## src/rtl/axi_master.sv

```systemverilog
// -----------------------------------------------------------------------------
// axi_master
//
// Parallel-to-stream serializer. A word of NBYTES beats is loaded from a local
// write port. It is then sent one BYTE_W-bit beat at a time on an
// AXI-Stream-style master port. Beat 0 (the low bits) goes first. The final
// beat carries `last`. Only one word is held at a time, and `we` is ignored
// while a transfer is in progress.
//
// Handshake: a beat transfers on a rising edge where valid && ready are both
// high. While valid=1 and ready=0, data and last hold steady. valid never
// depends combinationally on ready. ready may be high while idle; it has no
// effect then.
//
// Ports:
//   clk      in   clock, all state changes on its rising edge
//   reset_n  in   asynchronous active-low reset
//   data_in  in   [BYTE_W*NBYTES-1:0] word to serialize, byte k sent k-th
//   we       in   load strobe, honoured only while idle
//   data     out  [BYTE_W-1:0] current beat (low byte of the shift buffer)
//   valid    out  beat available
//   last     out  current beat is the final beat of the word
//   ready    in   sink accepts the beat
// -----------------------------------------------------------------------------
module axi_master #(
   parameter int BYTE_W = 8,
   parameter int NBYTES = 8
) (
   input  logic                     clk,
   input  logic                     reset_n,
   input  logic [BYTE_W*NBYTES-1:0] data_in,
   input  logic                     we,
   output logic [BYTE_W-1:0]        data,
   output logic                     valid,
   output logic                     last,
   input  logic                     ready
);

   localparam int WORD_W = BYTE_W * NBYTES;
   localparam int CNT_W  = $clog2(NBYTES + 1);

   localparam logic [CNT_W-1:0] CNT_FULL = CNT_W'(NBYTES);
   localparam logic [CNT_W-1:0] CNT_ONE  = CNT_W'(1);
   localparam logic [CNT_W-1:0] CNT_ZERO = '0;

   // buff_count is the number of beats remaining. Zero means idle.
   logic [WORD_W-1:0] data_buff, data_buff_nxt;
   logic [CNT_W-1:0]  buff_count, buff_count_nxt;

   // State register
   always_ff @(posedge clk or negedge reset_n) begin
      if (!reset_n) begin
         data_buff  <= '0;
         buff_count <= CNT_ZERO;
      end else begin
         data_buff  <= data_buff_nxt;
         buff_count <= buff_count_nxt;
      end
   end

   // Next-state logic
   always_comb begin
      data_buff_nxt  = data_buff;
      buff_count_nxt = buff_count;
      if (buff_count == CNT_ZERO) begin
         if (we) begin
            data_buff_nxt  = data_in;
            buff_count_nxt = CNT_FULL;
         end
      end else if (ready) begin
         // The zero-fill from the top leaves the buffer at 0 once the final
         // beat has gone out. As a result, data reads 0 whenever the block is
         // idle.
         data_buff_nxt  = data_buff >> BYTE_W;
         buff_count_nxt = buff_count - CNT_ONE;
      end
   end

   // Outputs come from registers only
   always_comb begin
      valid = (buff_count != CNT_ZERO);
      last  = (buff_count == CNT_ONE);
      data  = data_buff[BYTE_W-1:0];
   end

endmodule

```

## config.mk

```make
export PLATFORM = sky130hd
export DESIGN_NAME = axi_master
export DESIGN_NICKNAME = d
export VERILOG_FILES = /design/src/rtl/axi_master.sv
export SDC_FILE = /design/constraint.sdc
export NUM_CORES = 1
export LEC_CHECK = 0
export ABC_AREA = 1
export ABC_CLOCK_PERIOD_IN_PS = 2400
export CELL_PAD_IN_SITES_DETAIL_PLACEMENT = 1
export CELL_PAD_IN_SITES_GLOBAL_PLACEMENT = 2
export CORE_ASPECT_RATIO = 1.2
export CORE_UTILIZATION = 30
export CTS_CLUSTER_DIAMETER = 40
export CTS_CLUSTER_SIZE = 8
export DETAILED_ROUTE_END_ITERATION = 8
export GPL_TIMING_DRIVEN = 0
export PLACE_DENSITY_LB_ADDON = 0.1
export SLEW_MARGIN = 0
export SYNTH_ARGS = -nofsm -noshare
export SYNTH_HDL_FRONTEND = slang
export SYNTH_SLANG_ARGS = --single-unit
```

## constraint.sdc

```tcl
create_clock -name clk -period 2.4 [get_ports clk]
set_input_delay 0.36 -clock clk [delete_from_list [all_inputs] [get_ports clk]]
set_output_delay 0.36 -clock clk [all_outputs]
set_load 0.1 [all_outputs]
```

==> flow_summary.yaml <==
worst_setup_path:
  cpMaxStageDelayCell: "clkdlybuf4s50_1"
  startpoint: "data_buff[1]"
  cp-start-kind: "flip-flop"
  ff2ff_setup_slack_ns: 0.79
  crit_type: "flip-flop to output port"
  crit_path_end: "data[1]"
  cp-end-kind: "output port"
  critPathMaxFanout: 2
  r2r_cells: 7
  cp_slowest_stage_delay_ns: 1.12
  r2r_start: "buff_count[2]"
  crit_chain: "buf_4, clkdlybuf4s50_1"
  reg2reg_to: "data_buff[17]"
  critPathRequiredTime_ns: 2.04
  worstPathArrival_ns: 1.92
pwr:
  switching_power_mw: 3.111
  power_density_nw_per_um2: 1352
  p_clk_share_pct: 19.6
  ir_drop_mv: 0.6109
  p_leak_nw: 2.587
  p_comb_share_pct: 52.5
  internal_power_mw: 3.504
  swShare_pct: 47.03
  p_seq_share_pct: 28.0
floorplan:
  pin_count: 78
  rows: 43
  start_util_pct: 30.89
  die_area_um2: 12410
  die_h_um: 121.8
  core_area_um2: 11620
  fp.dieW_um: 101.9
sta:
  hold_viol: 0
  rsz0062_at_grt: "no"
  fin_crit_sh_pct: 94.88
  setup_violations: 0
  post-route-min-period_ns: 2.277
  fmax_ghz: 0.4392
  worst_slew_pin_slew_ns: 0.9729
  drv_slew: 0
  maxSlewHeadroom_pct: 34.94
  timing.hold.ws_ns: 0.3753
  finClkSkew_ns: 0.005546
logic_synthesis:
  yosys_warnings: 0
  synth.yosys.seq_area_share_pct: 47.40
  syn_area_um2: 3590
  yosys-top-cells-area: "dfrtp_1 47%, nand2_1 26%, nand3_1 17%"
  synth.avg_cell_area_um2: 7.151
  synth_top_area_cell: "dfrtp_1"
  synth_nets: 570
  yosysTopAreaCellShare_pct: 47.40
  ys_types: 15
  netlist_instances: 502
  synth_seq_cells: 68
clock_network:
  clk_root_buffer_cell: "clkbuf_16"
  cts_tree: "yes"
  numCtsBuffers: 9
  clock_latency_ns: 0.33
  post_cts_buffers: 0
  htreeDepth: 3
  cts.path.max_buffers: 2
  cts_sinks: 68
  clkTransAtPathRegs_ns: 0.05
detailed_routing:
  drt_iter0_markers: 119
  drc_errors: 0
  antenna_left: 0
  viasPerCell: 4.705
  wl_per_cell_um: 14.80
  vias: 3543
  firstDrtPassIters: 4
  totalWireLength_um: 11140
final_layout:
  layout_common_cells: "251 x nand2_1, 124 x nand3_1, 74 x clkdlybuf4s50_1"
  diodes: 0
  fillCellCount: 1454
  drive_above_1_share_pct: 9.564
  final_common_cell: "nand2_1"
  area_growth_pct: 36.28
  fin_util_pct: 42.10
  final_nets: 660
placement:
  gp_congestion: 0.7646
  io_buffers: 77
  post-dp-hpwl_um: 7769
global_route:
  grt_max_degree: 67
  antenna_found_initial: 0
  grt_pass1_wl_um: 18580
  grt_remaining_overflow: 0
  grt_pass1_vias: 3718
  grt.total_usage_pct: 19.58
outcome:
  status: "finished clean"
worst_hold_path:
  hp-class: "primary input to async pin"
job:
  drv_cap: 0
[critical path, delay by kind of cell, from the launching register on]
| family | cells | cell delay (ns) |
|---|---|---|
| flip-flops | 1 | 0.36 |
| buffers and inverters | 2 | 1.23 |
[metal layers]
metal  GRT usage, %  wire [um]
met5              0          0
met4          5.714        131
met3          3.270        364
met2          32.01       5299
met1          26.55       5347
[registers in the layout, indices dropped and copies added, names as in the netlist]
register    flops
buff_count      4
data_buff      64
[repair_timing]
item	in CTS	in global routing
hold buffers	1	0
gates resized for setup	10	4
endpoints found under the hold margin	2	0
setup endpoints to repair	2	1
cloned	0	0
[logic make-up (layout without fill, tap and decap cells)]
family	after synthesis	after routing	share of synthesized area, %
AND/OR/NAND/NOR	381	381	44.96
buffers and inverters	50	144	7.215
AO/OA/AOI/OAI	3	3	0.4181
flip-flops	68	68	47.40
[through the flow]
step | power, mW | cell area [um2] | TNS, ns | worst slack (ns) | cells
2_1_floorplan | 4.323 | 3590 | 0 | 0.2807 | 502
3_3_place_gp | 5.297 | 4557 | -108.52 | -1.594 | 736
3_5_place_dp | 5.368 | 4582 | -0.5653 | -0.4890 | 737
4_1_cts | 6.707 | 4883 | 0 | 0.02121 | 753
5_1_grt | 7.190 | 4892 | 0 | 0.03527 | 753
6_report | 6.615 | 4892 | 0 | 0.1230 | 753
[worst min-delay path by stage]
stage,start,to,slack (ns)
final,reset_n,data_buff[6],0.38
after CTS,reset_n,data_buff[6],0.36
after detailed placement,reset_n,data_buff[6],0.17
after global routing,reset_n,data_buff[6],0.37
after global placement,data_buff[58],data_buff[58],0.49
after floorplan,reset_n,buff_count[0],0.06
[Yosys cell counts]
cell type,count
and3_1,1
buf_1,4
buf_2,21
buf_4,12
clkbuf_1,9
dfrtp_1,68
inv_1,3
inv_2,1
nand2_1,251
nand2_2,2
nand3_1,124
nand3_2,1
nor2_4,2
o21ai_0,2
o21ai_1,1
[power groups by stage]
stage / Sequential, mW / Combinational [mW] / Clock [mW]
finish: 1.85 / 3.47 / 1.29
CTS: 1.86 / 3.52 / 1.33
detailed placement: 1.87 / 3.50 / 0
global placement: 1.86 / 3.44 / 0
global route: 1.91 / 3.91 / 1.36
floorplan: 1.79 / 2.53 / 0
[area by class of cell]
| type | instances | area, um2 | share of cell area [%] |
|---|---|---|---|
| Clock inverter | 1 | 5.005 | 0.1023 |
| Timing Repair Buffer | 79 | 812.0 | 16.60 |
| Inverter | 4 | 15.01 | 0.3069 |
| Tap cell | 157 | 196.4 | 4.015 |
| Buffer | 46 | 249.0 | 5.090 |
| Sequential cell | 68 | 1702 | 34.78 |
| Multi-Input combinational cell | 384 | 1629 | 33.30 |
| Clock buffer | 14 | 284.0 | 5.806 |
Note: power is estimated with default switching activity, not from simulation.
